--- src/rtl/bp_update_sched.sv ---
`default_nettype none
// ============================================================================
//  Module   : bp_update_sched
//  Purpose  : Write sequencer for the branch-predictor 2-bit counter table.
//             - Buffers ROB commit outcomes in a small FIFO.
//             - Drains the FIFO into the single table write port with
//               saturating read-modify-write updates, one per cycle.
//             - Sweeps every entry to INIT_STATE after reset or on clr_req.
//  Macro    : BP_UPD_BYPASS_EN. When defined, an update that arrives while
//             the FIFO is empty in RUN is written in the same cycle.
//  Ports    : clk, rst (sync, active-low), rdy (0 = freeze)
//             upd_valid/upd_pc/upd_taken/upd_ready : commit update stream
//             clr_req                              : full-table reinit pulse
//             tbl_rd_idx/tbl_rd_state              : combinational table read
//             tbl_wr_en/tbl_wr_idx/tbl_wr_state    : table write port
//             busy                                 : sweep in progress
//  Revision : 1.0  initial release
// ============================================================================
module bp_update_sched #(
    parameter int         IDX_W      = 12,
    parameter int         FIFO_DEPTH = 4,
    parameter logic [1:0] INIT_STATE = 2'b01
) (
    input  logic             clk,
    input  logic             rst,
    input  logic             rdy,
    input  logic             upd_valid,
    input  logic [31:0]      upd_pc,
    input  logic             upd_taken,
    output logic             upd_ready,
    input  logic             clr_req,
    output logic [IDX_W-1:0] tbl_rd_idx,
    input  logic [1:0]       tbl_rd_state,
    output logic             tbl_wr_en,
    output logic [IDX_W-1:0] tbl_wr_idx,
    output logic [1:0]       tbl_wr_state,
    output logic             busy
);

    localparam int c_ptr_w = $clog2(FIFO_DEPTH);
    localparam int c_cnt_w = c_ptr_w + 1;

    typedef enum logic [0:0] {
        ST_CLEAR = 1'b0,
        ST_RUN   = 1'b1
    } state_t;

    state_t             r_state;
    logic [IDX_W-1:0]   r_clr_cnt;
    logic [IDX_W-1:0]   r_fifo_idx   [FIFO_DEPTH];
    logic               r_fifo_taken [FIFO_DEPTH];
    logic [c_ptr_w-1:0] r_wr_ptr;
    logic [c_ptr_w-1:0] r_rd_ptr;
    logic [c_cnt_w-1:0] r_count;

    logic [IDX_W-1:0]   w_upd_idx;
    logic               w_active;
    logic               w_full;
    logic               w_empty;
    logic               w_accept;
    logic               w_push;
    logic               w_pop;
    logic               w_unused_pc_bits;

    // Word-aligned PCs: drop the byte offset, keep IDX_W index bits.
    assign w_upd_idx        = upd_pc[IDX_W+1:2];
    assign w_unused_pc_bits = ^{upd_pc[31:IDX_W+2], upd_pc[1:0]};

    assign w_active = rst && rdy;
    assign w_full   = (r_count == c_cnt_w'(FIFO_DEPTH));
    assign w_empty  = (r_count == '0);

    function automatic logic [1:0] sat_step(input logic [1:0] cur, input logic taken);
        if (taken) begin
            return (cur == 2'b11) ? 2'b11 : cur + 2'b01;
        end
        return (cur == 2'b00) ? 2'b00 : cur - 2'b01;
    endfunction

    always_comb begin
        upd_ready    = 1'b0;
        tbl_rd_idx   = '0;
        tbl_wr_en    = 1'b0;
        tbl_wr_idx   = '0;
        tbl_wr_state = 2'b00;
        busy         = !rst || (r_state == ST_CLEAR);
        w_accept     = 1'b0;
        w_push       = 1'b0;
        w_pop        = 1'b0;

        if (w_active) begin
            // Ready ignores a same-cycle pop so it never depends on the table read.
            upd_ready = !w_full && !clr_req;
            w_accept  = upd_valid && upd_ready;

            // clr_req suppresses every write and push this cycle.
            if (!clr_req) begin
                if (r_state == ST_CLEAR) begin
                    tbl_wr_en    = 1'b1;
                    tbl_wr_idx   = r_clr_cnt;
                    tbl_wr_state = INIT_STATE;
                    w_push       = w_accept;
                end else if (!w_empty) begin
                    tbl_rd_idx   = r_fifo_idx[r_rd_ptr];
                    tbl_wr_en    = 1'b1;
                    tbl_wr_idx   = r_fifo_idx[r_rd_ptr];
                    tbl_wr_state = sat_step(tbl_rd_state, r_fifo_taken[r_rd_ptr]);
                    w_pop        = 1'b1;
                    w_push       = w_accept;
                end
`ifdef BP_UPD_BYPASS_EN
                else if (w_accept) begin
                    // Empty FIFO: write the incoming update straight through.
                    tbl_rd_idx   = w_upd_idx;
                    tbl_wr_en    = 1'b1;
                    tbl_wr_idx   = w_upd_idx;
                    tbl_wr_state = sat_step(tbl_rd_state, upd_taken);
                end
`endif
                else begin
                    w_push = w_accept;
                end
            end
        end
    end

    always_ff @(posedge clk) begin
        if (!rst) begin
            r_state   <= ST_CLEAR;
            r_clr_cnt <= '0;
            r_wr_ptr  <= '0;
            r_rd_ptr  <= '0;
            r_count   <= '0;
        end else if (rdy) begin
            if (clr_req) begin
                r_state   <= ST_CLEAR;
                r_clr_cnt <= '0;
                r_wr_ptr  <= '0;
                r_rd_ptr  <= '0;
                r_count   <= '0;
            end else begin
                if (r_state == ST_CLEAR) begin
                    // Counter wraps to 0 naturally after the last index.
                    r_clr_cnt <= r_clr_cnt + IDX_W'(1);
                    if (&r_clr_cnt) begin
                        r_state <= ST_RUN;
                    end
                end
                if (w_push) begin
                    r_fifo_idx[r_wr_ptr]   <= w_upd_idx;
                    r_fifo_taken[r_wr_ptr] <= upd_taken;
                    r_wr_ptr               <= r_wr_ptr + 1'b1;
                end
                if (w_pop) begin
                    r_rd_ptr <= r_rd_ptr + 1'b1;
                end
                case ({w_push, w_pop})
                    2'b10:   r_count <= r_count + 1'b1;
                    2'b01:   r_count <= r_count - 1'b1;
                    default: r_count <= r_count;
                endcase
            end
        end
    end

endmodule
`default_nettype wire

--- config.mk ---
export PLATFORM = sky130hd
export DESIGN_NAME = bp_update_sched
export DESIGN_NICKNAME = d
export VERILOG_FILES = /design/src/rtl/bp_update_sched.sv
export SDC_FILE = /design/constraint.sdc
export NUM_CORES = 1
export LEC_CHECK = 0
export ABC_AREA = 1
export CORE_ASPECT_RATIO = 0.6
export CORE_MARGIN = 5
export CORE_UTILIZATION = 42
export DETAILED_ROUTE_END_ITERATION = 7
export HOLD_SLACK_MARGIN = 0.12
export PLACE_DENSITY = 0.68
export SLEW_MARGIN = 20
export SYNTH_ARGS = -nofsm -noshare
export SYNTH_HDL_FRONTEND = slang
export SYNTH_SLANG_ARGS = --single-unit
--- constraint.sdc ---
create_clock -name clk -period 2.7 [get_ports clk]
set_clock_uncertainty 0.2 [all_clocks]
set_input_delay 0.405 -clock clk [delete_from_list [all_inputs] [get_ports clk]]
set_output_delay 0.405 -clock clk [all_outputs]
set_load 0.01 [all_outputs]
; ---- Word level (Yosys, flattened, before mapping)
; Memories as Yosys holds them, arrays and structs flattened. A register that Yosys moved wholly into a read port is not among the register bits.
; Index checks and enable logic that the tools add are counted.
[op_classes]
addsub = 7
n_eq_ne = 5
n_mux = 50
bitwise_logic = 1
n_reduce_logical = 17
[op_table]
columns = operator, n
row1 = 2-to-1 mux 12 bit, 9
row2 = 2-to-1 mux 2 bit, 16
row3 = 2-to-1 mux 1 bit, 23
row4 = "adder 12 x 1 -> 12 bit, second input constant", 1
row5 = AND reduction 12 bit, 1
row6 = AND reduction 2 bit, 4
row7 = "adder 2 x 1 -> 2 bit, second input constant", 3
row8 = case mux 3 bit (2 select lines), 1
row9 = "== test 2 bit, second input constant", 2
row10 = nonzero test 2 bit, 2
row11 = "adder 3 x 1 -> 3 bit, second input constant", 1
row12 = "== test 3 bit, second input constant", 1
row13 = logical AND 1 bit, 3
row14 = logical NOT 1 bit, 3
row15 = logical NOT 3 bit, 1
row16 = 2-to-1 mux 3 bit, 1
row17 = nonzero test 3 bit, 1
row18 = "subtractor 3 x 1 -> 3 bit, second input constant", 1
row19 = "== test 2 x 1 -> 1 bit, second input constant", 1
row20 = logical NOT 2 bit, 1
row21 = "inequality test 2 bit, second input constant", 1
row22 = "subtractor 2 x 1 -> 2 bit, second input constant", 1
row23 = logical OR 1 bit, 1
row24 = NOT 1 bit, 1
[totals]
regBits = 20
ramBits = 52
out_inout_bits = 29
wordCells = 87
memories = 2
[memory_table]
columns = name, depth, width, rd, rd_clocked_by_memory_dff, wr, line
row1 = r_fifo_idx, 4, 12, 1, 1, 1, 50  ; logic [IDX_W-1:0] r_fifo_idx [FIFO_DEPTH];
row2 = r_fifo_taken, 4, 1, 1, 1, 1, 51  ; logic r_fifo_taken [FIFO_DEPTH];

; ---- Logic depth before layout (Yosys ltp)
; Gate-level depths: netlist of run 1.
[depth]
ltp_word = 11
depth_mapped = 13

; ---- Worst setup path after synthesis of run 1
; OpenSTA, ideal clock, no wires.
[synth_path]
path_kind = input -> register
start = input port clr_req
end = register r_count[2]
setup_time_ns = 0.125
arrival_time_ns = 1.732
slack_ns = 0.643
stages = 13
n_path_buf = 0
path_cell_list = inv_1 > nand3_2 > inv_2 > nand3_4 > nand2_4 > inv_1 > fa_1 > xnor2_1 > inv_1 > nand2_1 > nand2_1 > nand2_1 > a21oi_1
[synth_via]
elab_chain_cells = 8
[synth_rtl]
columns = element, line
row1 = "start, declared", 31  ; input logic clr_req,
row2 = logical NOT 1 bit, n/a
row3 = logical AND 1 bit, 93  ; upd_ready = !w_full && !clr_req;
row4 = logical AND 1 bit, 94  ; w_accept = upd_valid && upd_ready;
row5 = 2-to-1 mux 1 bit, 97  ; if (!clr_req) begin
row6 = 2-to-1 mux 1 bit, 91  ; if (w_active) begin
row7 = == test 2 x 1 -> 1 bit / == test 2 bit (equally long branches), 157  ; case ({w_push, w_pop})
row8 = case mux 3 bit (2 select lines) / nonzero test 3 bit (equally long branches), n/a
row9 = 2-to-1 mux 3 bit / AND reduction 2 bit (equally long branches), n/a
row10 = "end signal, assigned", 158  ; 2'b10: r_count <= r_count + 1'b1;
row11 = "end signal, assigned", 159  ; 2'b01: r_count <= r_count - 1'b1;
row12 = "end signal, assigned", 160  ; default: r_count <= r_count;
row13 = "end, declared", 54  ; logic [c_cnt_w-1:0] r_count;
; Several ways; a longest one is shown, not always the timed one.
; A chain may end at the register's enable or synchronous reset.

; ---- Worst setup path in the final report of run 1
[layout_path]
start = input port rst
end = output port tbl_rd_idx[8]
[layout_via]
elab_chain_cells = 2
[layout_rtl]
columns = element, line
row1 = "start, declared", 25  ; input logic rst,
row2 = logical AND 1 bit, 69  ; assign w_active = rst && rdy;
row3 = 2-to-1 mux 12 bit, 91
row4 = "end, declared", 32  ; output logic [IDX_W-1:0] tbl_rd_idx,
; No other way between the ends.

==> results of run 1 <==
==> final cells by class <==
class | count | area share [%]
sequential | 74 | 44.8
multi-input combinational | 204 | 24.9
timing repair buffer | 74 | 16.3
clock buffer | 10 | 5.11
inverter | 49 | 4.10
tap | 108 | 3.02
clock inverter | 6 | 1.82
==> cells in the final DEF (no fill, tap or decap), drive strengths merged, types with 2 or more instances in the layout <==
cell type | Yosys | layout
nand3 | 14 | 14
dlygate4sd2 | 0 | 17
ha | 5 | 5
o32ai | 13 | 13
inv | 48 | 48
o21ai | 36 | 36
clkinv | 1 | 5
nor3 | 3 | 3
edfxtp | 52 | 52
a21oi | 18 | 18
bufinv | 0 | 2
a211oi | 2 | 2
clkdlybuf4s50 | 0 | 23
clkbuf | 3 | 10
dfxtp | 22 | 22
dlymetal6s2s | 0 | 8
nor2 | 57 | 57
buf | 7 | 26
nand4 | 5 | 5
nand2 | 47 | 47
==> cells by family after synthesis <==
family,synth area share [%]
compound gates,12.9
buf+inv,6.95
simple gates,17.3
flops,60.1
fa+ha+maj,2.48
xor+xnor,0.263
==> flip-flops by register name (all words and copies together) (netlist names), named ones only <==
name / count
r_fifo_idx: 48
r_clr_cnt: 12
r_fifo_taken: 4
r_count: 3
r_rd_ptr: 2
r_wr_ptr: 2
r_state: 1
==> stage by stage <==
stage	hold slack (ns)	setup WS, ns
after floorplan	0.234	0.643
final	0.285	0.0699
after global placement	0.258	-0.0730
after global routing	0.322	0.00150
after CTS	0.287	0.000182
after detailed placement	0.274	-0.110
==> worst paths after layout <==
check	startpoint	end	slack, ns	cells past startpoint
max	rst	tbl_rd_idx[8]	0.07	7
min	r_rd_ptr[1]	flop	0.28	2
min reg2reg	r_rd_ptr[1]	flop	0.28	2
max reg2reg	r_count[0]	r_count[2]	0.21	14
==> power by group through the flow <==
| stage | combinational, mW | sequential, mW | clock, mW |
|---|---|---|---|
| global route | 0.117 | 1.22 | 1.30 |
| detailed placement | 0.106 | 1.25 | 0 |
| CTS | 0.106 | 1.22 | 1.25 |
| global placement | 0.103 | 1.25 | 0 |
| floorplan | 0.0388 | 1.25 | 0 |
| finish | 0.106 | 1.22 | 1.24 |
==> worst reg2reg max path, stage by stage (launching register included) <==
cell	delay (ns)
dfxtp_2	0.34
nor2_1	0.22
nand2_1	0.15
nand2_2	0.11
nor2_4	0.06
buf_12	0.14
buf_4	0.14
nand2_4	0.05
inv_1	0.04
fa_1	0.38
xnor2_1	0.21
nand3_1	0.11
nand2_1	0.07
nand2_1	0.05
a21oi_1	0.14
==> what timing repair did <==
item | in CTS | in global routing
setup buffers | 0 | 1
pin swaps | 1 | 2
hold buffers | 0 | 0
gates resized for setup | 18 | 16
endpoints found under the setup margin | 24 | 11
==> layer usage <==
| layer | up-vias | GRT usage, % |
|---|---|---|
| li1 | 1302 | - |
| met3 | 14 | 5.24 |
| met4 | 0 | 6.49 |
| met5 | - | 0 |
| met1 | 1216 | 22.1 |
| met2 | 92 | 24.0 |
==> metrics, run 1 <==
Multi-input gate area 1110 um2; Starting Density 42.7%; Avg WL per Cell 14.6 um; max-cap viol count 0; Final nets 458; fmax 380 MHz; Least-Margin Pin Slew 0.310 ns; top_reg_cell synth edfxtp_1; Cell Rows 25; Clk pwr share slightly below 50%; sequential share of power 47.7%; core footprint 7790 um2; Yosys cell types 33; WP data arrival just over 2 ns; CP required ~2.1 ns; antenna violations before repair 0; P_leak 1.96 nW; Clock Tree Buf Depth 2; top cells by area, synth edfxtp_1, dfxtp_1, nor2_1, inv_1, nand2_1; wl on met1 about 3.6 mm; CTS tree yes; DIE WIDTH about 120 um; met3 wire length 602 um; total iterations of the first detailed-routing run 5; Mapped Cells around 340; Max Transition Viols Final 0; register area share after synthesis 60.1%; Placed Instances 508; switching pwr approximately 0.49 mW; power after layout ~2.6 mW; dpl cell area 4140 um2; VDD IR max 0.354 mV; post-synthesis net count 383; Slew Limit Headroom between 70% and 80%; RSZ-0062 raised after global routing no; CTS Root Cell clkbuf_16; setup tns final 0 ns; status finished clean; post-route ant nets 0; Area Overhead vs Synth 34.6%; Worst setup SP type primary input; final worst-path cycle share 97.4%; Final setup viols 0; Pint around 2.1 mW; largest net degree at the start of global routing 27; WL met2 3.38 mm; worst skew pair latency approximately 0.34 ns; die area 9870 um2; Gate power share 4.1%; post-layout util 57.5%; crit-path max cell delay ~0.52 ns; via count 2,624; PwrDens 573 nW/um2; Hold WC Path Type reg -> reg; drt via density 5.00; most frequent cell after synthesis nor2_1; Crit. End Element primary output; GP Congestion 0.866; area share of the largest cell type after synthesis between 40% and 50%; final WL 7.68 mm; critical path's most frequent cell clkdlybuf4s50_1; number of diodes 0; clk sinks 74; Crit Path Category in -> out; total gr overflow 0; first-pass GRT wire length 12.2 mm; number of synthesized register bits 74; Final Instance Area 4480 um2; Cell Chain, Critical Path clkdlybuf4s50_1, nand3_2, nor2_4, buf_12, nand2_1, inv_1, clkdlybuf4s50_1; dpl hpwl between 5 and 6 mm; final worst path period need 2.63 ns; I/O Buffers 48; Synth area leader edfxtp_1; clk slew on worst S/H paths 0.05 ns; Post-route DRC 0; depth of the CTS H-tree 3; Filler cells roughly 650; total track usage 16.2%; Die Y 79.0 um; number of global-route vias before repair 2,425; Mean Syn Cell Area 9.88 um2; slowest CP cell clkdlybuf4s50_1; Final Hold Viols 0; Top Ports just under 70; Iter 0 DRT Violations 293; layout cells sized above 1 14.6%; Mapped Area 3330 um2; Synth top cells by count nor2_1, edfxtp_1, inv_1; switching share of power 19.2%; Top Layer Used met4; non-filler cells, final ~530; CP Max Fanout 14; Synth warnings 0; CP Buf/Inv Count 4; Inserted Clock Buffers 9; Post-synth ARST share 0%; Register Area between 2000 and 2500 um2; EDFF count, synth 52; Crit path max-delay family buffers and inverters
(Power assumes the default switching activity.)
==> inputs of run 2 (changes only) <==
==> constraint.sdc (replaced) <==
create_clock -name clk -period 2.7 [get_ports clk]
set_clock_uncertainty 0.2 [all_clocks]
set_input_delay 0.405 -clock clk [delete_from_list [all_inputs] [get_ports clk]]
set_output_delay 0.405 -clock clk [all_outputs]
set_load 0.02 [all_outputs]
==> run 2 against run 1 <==
Wire length down 2.5%. Non-clock buffer count unchanged. Setup slack better by 0.043 ns. Combinational power about the same. Highest routed layer unchanged.
==> metrics, run 2 (synthesis gave the netlist of run 1 again) <==
status finished clean (unchanged); clk sinks 74 (unchanged); worst skew pair latency 0.33 ns (was 0.34 ns); CP Launch Point rdy (was rst); Crit path depth 7 (unchanged); met1 GRT Util 22.6% (was 22.1%); Starting Density 42.7% (unchanged); worst setup margin 0.113 ns (was 0.0699 ns); Slew Limit Headroom 78.1% (was 79.3%); Least-Margin Pin Slew 0.328 ns (was 0.310 ns); via count 2,602 (was 2,624); switching pwr 0.512 mW (was 0.494 mW); first-pass GRT wire length 12.4 mm (was 12.2 mm); largest net degree at the start of global routing 15 (was 27); drt via density 4.96 (was 5.00); Area Overhead vs Synth 33.0% (was 34.6%); crit path to tbl_wr_idx[3] (was tbl_rd_idx[8]); Final Hold Viols 0 (unchanged); dpl cell area 4140 um2 (about the same); Worst setup SP type primary input (unchanged); total track usage 16.3% (was 16.2%); max-cap viol count 0 (unchanged); CP required 2.10 ns (about the same); GR peak layer met2 (unchanged); power after layout 2.59 mW (was 2.57 mW); core footprint 7790 um2 (unchanged); slowest CP cell clkdlybuf4s50_1 (unchanged); Final setup viols 0 (unchanged); Die Y 79.0 um (unchanged); r2r startpoint r_count[0] (unchanged); Reg with most FFs r_fifo_idx (unchanged); Final Instance Area 4430 um2 (was 4480 um2); most common cell after layout, fill and taps aside nor2_1 (unchanged); Iter 0 DRT Violations 224 (was 293); clk slew on worst S/H paths 0.05 ns (about the same); antenna violations before repair 0 (unchanged); Clk pwr share 48.6% (was 48.2%); final WL 7.49 mm (was 7.68 mm); Max Transition Viols Final 0 (unchanged); most frequent cells in the layout nor2_1, edfxtp_1, inv_1 (unchanged); RSZ-0062 raised after global routing no (unchanged); GP Congestion 0.899 (was 0.866); Pint 2.08 mW (was 2.07 mW); pre-CTS setup slack -0.231 ns (was -0.110 ns); Post-route DRC 0 (unchanged); Cell Rows 25 (unchanged); Gate power share 4.1% (about the same); final worst path period need 2.59 ns (was 2.63 ns); Top Ports 69 (unchanged); CP Max Fanout 14 (unchanged); total gr overflow 0 (unchanged); Crit Path Category in -> out (unchanged); CTS Root Cell clkbuf_16 (unchanged); setup tns final 0 ns (unchanged); Cell Chain, Critical Path clkdlybuf4s50_1, nand3_2, nor2_4, buf_12, nand2_1, o21ai_1, dlygate4sd2_1 (was clkdlybuf4s50_1, nand3_2, nor2_4, buf_12, nand2_1, inv_1, clkdlybuf4s50_1); VDD IR max 0.396 mV (was 0.354 mV); Avg WL per Cell 14.3 um (was 14.6 um); fmax 387 MHz (was 380 MHz); number of diodes 0 (unchanged); depth of the CTS H-tree 3 (unchanged); layout cells sized above 1 13.9% (was 14.6%); DIE WIDTH 125 um (unchanged); sequential share of power 47.2% (was 47.7%); max reg flops 48 (unchanged); Reg2Reg Depth 14 (unchanged); reg-to-reg slack, setup 0.21 ns (about the same); largest registers r_fifo_idx x48, r_clr_cnt x12, r_fifo_taken x4 (unchanged); Filler cells 661 (was 651); CTS tree yes (unchanged); dpl hpwl 5.47 mm (was 5.55 mm); Crit. End Element primary output (unchanged); post-route ant nets 0 (unchanged); number of global-route vias before repair 2,433 (was 2,425); die area 9870 um2 (unchanged); met3 Track Usage GR 6.32% (was 5.24%); switching share of power 19.8% (was 19.2%); PwrDens 585 nW/um2 (was 573 nW/um2); total iterations of the first detailed-routing run 4 (was 5); Crit path max-delay family buffers and inverters (unchanged); Clock Tree Buf Depth 2 (unchanged); CP Buf/Inv Count 3 (was 4); crit-path max cell delay 0.54 ns (was 0.52 ns); FF-to-FF End r_count[2] (unchanged); Final nets 458 (unchanged); Min Hold Slack 0.274 ns (was 0.285 ns); final worst-path cycle share 95.8% (was 97.4%); P_leak 1.90 nW (was 1.96 nW); Hold WC Path Type reg -> reg (unchanged); WP data arrival 1.98 ns (was 2.03 ns); met2 Track Usage GR 23.7% (was 24.0%); Inserted Clock Buffers 9 (unchanged); I/O Buffers 48 (unchanged)
[run 2: how the worst min path moves through the flow]
stage               cells after the start        start          end
global placement                        1  r_rd_ptr[0]  r_rd_ptr[0]
detailed placement                      1  r_rd_ptr[0]         flop
floorplan                               1  r_rd_ptr[0]         flop
global route                            1  r_rd_ptr[0]         flop
CTS                                     1  r_rd_ptr[0]         flop
finish                                  1  r_rd_ptr[0]         flop
[run 2: layout make-up]
type | count | area (um2) | area share (%)
Multi-Input combinational cell | 204 | 1100 | 24.7
Clock buffer | 9 | 225 | 5.08
Inverter | 49 | 184 | 4.15
Clock inverter | 7 | 92.6 | 2.09
Sequential cell | 74 | 2000 | 45.2
Tap cell | 108 | 135 | 3.05
Timing Repair Buffer | 74 | 694 | 15.7
[run 2: what timing repair did]
item                                    4_1_cts  5_1_grt
gates resized for setup                      26        5
endpoints found under the setup margin       26        3
hold buffers                                  0        0
gates cloned                                  0        0
setup buffers                                 0        0
[run 2: layer usage]
metal,part of all wire [%],wire [um]
met5,0,0
met3,7.6,569
met1,48,3590
met2,43,3230
met4,1.3,99
[run 2: through the flow]
stage | instances | utilization [%]
after floorplan | 337 | -
after global routing | 525 | 56.9
after CTS | 525 | 56.9
after global placement | 509 | 53.2
after detailed placement | 509 | 53.2
final | 525 | 56.9
[run 2: power groups by stage]
stage / Clock, mW / Combinational, mW / Sequential, mW
final: 1.26 / 0.107 / 1.22
after global routing: 1.34 / 0.119 / 1.22
after CTS: 1.28 / 0.108 / 1.22
after detailed placement: 0 / 0.108 / 1.25
after global placement: 0 / 0.105 / 1.25
after floorplan: 0 / 0.0404 / 1.25
==> inputs of run 3 (changes only) <==
- RECOVER_POWER: not set -> 50
==> run 3 against run 2 <==
Non-clock buffer count unchanged. Via count down 0.88%. Final cell count did not move. Hold slack better by 0.0071 ns. Clock-buffer cell count did not move. Flip-flop and latch count stayed put. Utilization down 0.77 points. Clock power hardly changed.
==> metrics, run 3 (synthesis gave the netlist of run 1 again) <==
total iterations of the first detailed-routing run 4 (unchanged); Final Instance Area 4370 um2 (was 4430 um2); largest net degree at the start of global routing 15 (unchanged); final worst path period need 2.58 ns (was 2.59 ns); dpl hpwl 5.47 mm (unchanged); most common cell after layout, fill and taps aside nor2_1 (unchanged); dpl cell area 4140 um2 (unchanged); hold path start r_rd_ptr[0] (unchanged); die area 9870 um2 (unchanged); Final Hold Viols 0 (unchanged); CTS tree yes (unchanged); layout cells sized above 1 12.2% (was 13.9%); Die Y 79.0 um (unchanged); Starting Density 42.7% (unchanged); PwrDens 591 nW/um2 (was 585 nW/um2); post-route ant nets 0 (unchanged); worst skew pair latency 0.33 ns (about the same); crit path to tbl_wr_idx[3] (unchanged); power after layout 2.58 mW (was 2.59 mW); Cell Chain, Critical Path clkdlybuf4s50_1, nand3_2, nor2_4, buf_12, nand2_1, o21ai_1, dlygate4sd2_1 (unchanged); r2r startpoint r_count[0] (unchanged); FF-to-FF End r_count[2] (unchanged); core footprint 7790 um2 (unchanged); crit-path max cell delay 0.53 ns (was 0.54 ns); Cell Rows 25 (unchanged); Avg WL per Cell 14.3 um (about the same); Post-route DRC 0 (unchanged); Worst setup SP type primary input (unchanged); final WL 7.53 mm (was 7.49 mm); Clock Tree Buf Depth 2 (unchanged); Least-Margin Pin Slew 0.571 ns (was 0.328 ns); status finished clean (unchanged); Iter 0 DRT Violations 194 (was 224); Top Ports 69 (unchanged); Crit Path Category in -> out (unchanged); VDD IR max 0.395 mV (was 0.396 mV); GP Congestion 0.899 (unchanged); total track usage 16.3% (unchanged); clk sinks 74 (unchanged); Reg with most FFs r_fifo_idx (unchanged); reg-to-reg slack, setup 0.18 ns (was 0.21 ns); worst setup margin 0.125 ns (was 0.113 ns); post-layout util 56.1% (was 56.9%); antenna violations before repair 0 (unchanged); max-cap viol count 0 (unchanged); CTS Root Cell clkbuf_16 (unchanged); Inserted Clock Buffers 9 (unchanged); number of global-route vias before repair 2,433 (unchanged); largest registers r_fifo_idx x48, r_clr_cnt x12, r_fifo_taken x4 (unchanged); first-pass GRT wire length 12.4 mm (unchanged); total gr overflow 0 (unchanged); slowest CP cell clkdlybuf4s50_1 (unchanged); Reg2Reg Depth 14 (unchanged); Slew Limit Headroom 61.8% (was 78.1%); Crit. End Element primary output (unchanged); final worst-path cycle share 95.4% (was 95.8%); Hold WC Path Type reg -> reg (unchanged); most frequent cells in the layout nor2_1, edfxtp_1, inv_1 (unchanged); number of diodes 0 (unchanged); hold buffers post-CTS 0 (unchanged); P_leak 1.89 nW (was 1.90 nW); Min Hold Slack 0.282 ns (was 0.274 ns); RSZ-0062 raised after global routing no (unchanged); Area Overhead vs Synth 31.2% (was 33.0%); fmax 388 MHz (was 387 MHz); WP data arrival 1.97 ns (was 1.98 ns); drt via density 4.91 (was 4.96); depth of the CTS H-tree 3 (unchanged); Max Transition Viols Final 0 (unchanged); pre-CTS setup slack -0.231 ns (unchanged); Final nets 458 (unchanged); max reg flops 48 (unchanged); clk slew on worst S/H paths 0.06 ns (was 0.05 ns); DIE WIDTH 125 um (unchanged); CP Launch Point rdy (unchanged); via count 2,579 (was 2,602); CP Max Fanout 14 (unchanged); I/O Buffers 48 (unchanged); CP required 2.10 ns (about the same); Final setup viols 0 (unchanged)
==> run 3: cell count changes in the layout (fill, tap and decap cells not counted), sizes merged <==
cell	delta
buf	-5
clkbuf	+5
clkdlybuf4s50	-13
dlygate4sd3	+13
==> run 3: worst min path at each step <==
stage	endpoint	slack [ns]	cells after the start
after detailed placement	flop	0.27	1
after floorplan	flop	0.23	1
after global routing	flop	0.31	1
final	flop	0.28	1
after global placement	r_rd_ptr[0]	0.26	1
after CTS	flop	0.28	1
==> run 3: stage by stage <==
stage                     std cells  setup TNS, ns
after CTS                       525              0
after global routing            525              0
after detailed placement        509          -2.82
after floorplan                 337              0
after global placement          509          -2.28
final                           525              0
==> run 3: timing repair <==
item / 4_1_cts / 5_1_grt
endpoints found under the setup margin: 26 / 3
gates resized for setup: 26 / 5
gates cloned: 0 / 0
endpoints found under the hold margin: 0 / 0
setup buffers: 0 / 0
==> run 3: power breakdown <==
part / total [mW] / switching (mW) / internal [mW]
Combinational: 0.0984 / 0.0538 / 0.0446
Sequential: 1.22 / 0.00356 / 1.22
Clock: 1.26 / 0.454 / 0.808
==> run 3: critical path: cells and delay by family <==
family	cells	cell delay, ns
AO/OA/AOI/OAI	1	0.10
buffers and inverters	3	1.04
AND/OR/NAND/NOR	3	0.42
==> run 3: area by class of cell <==
type | instances | area (um2)
Clock buffer | 9 | 225
Clock inverter | 7 | 92.6
Fill cell | 672 | 3420
Inverter | 49 | 184
Multi-Input combinational cell | 204 | 1060
Sequential cell | 74 | 2000
Tap cell | 108 | 135
Timing Repair Buffer | 74 | 668
==> run 3: per-layer routing <==
| layer | global-route usage, % | up-vias | wire (um) |
|---|---|---|---|
| li1 | - | 1297 | - |
| met1 | 22.6 | 1196 | 3610 |
| met3 | 6.32 | 12 | 602 |
| met2 | 23.7 | 74 | 3220 |
| met5 | 0 | - | 0 |
| met4 | 4.87 | 0 | 103 |
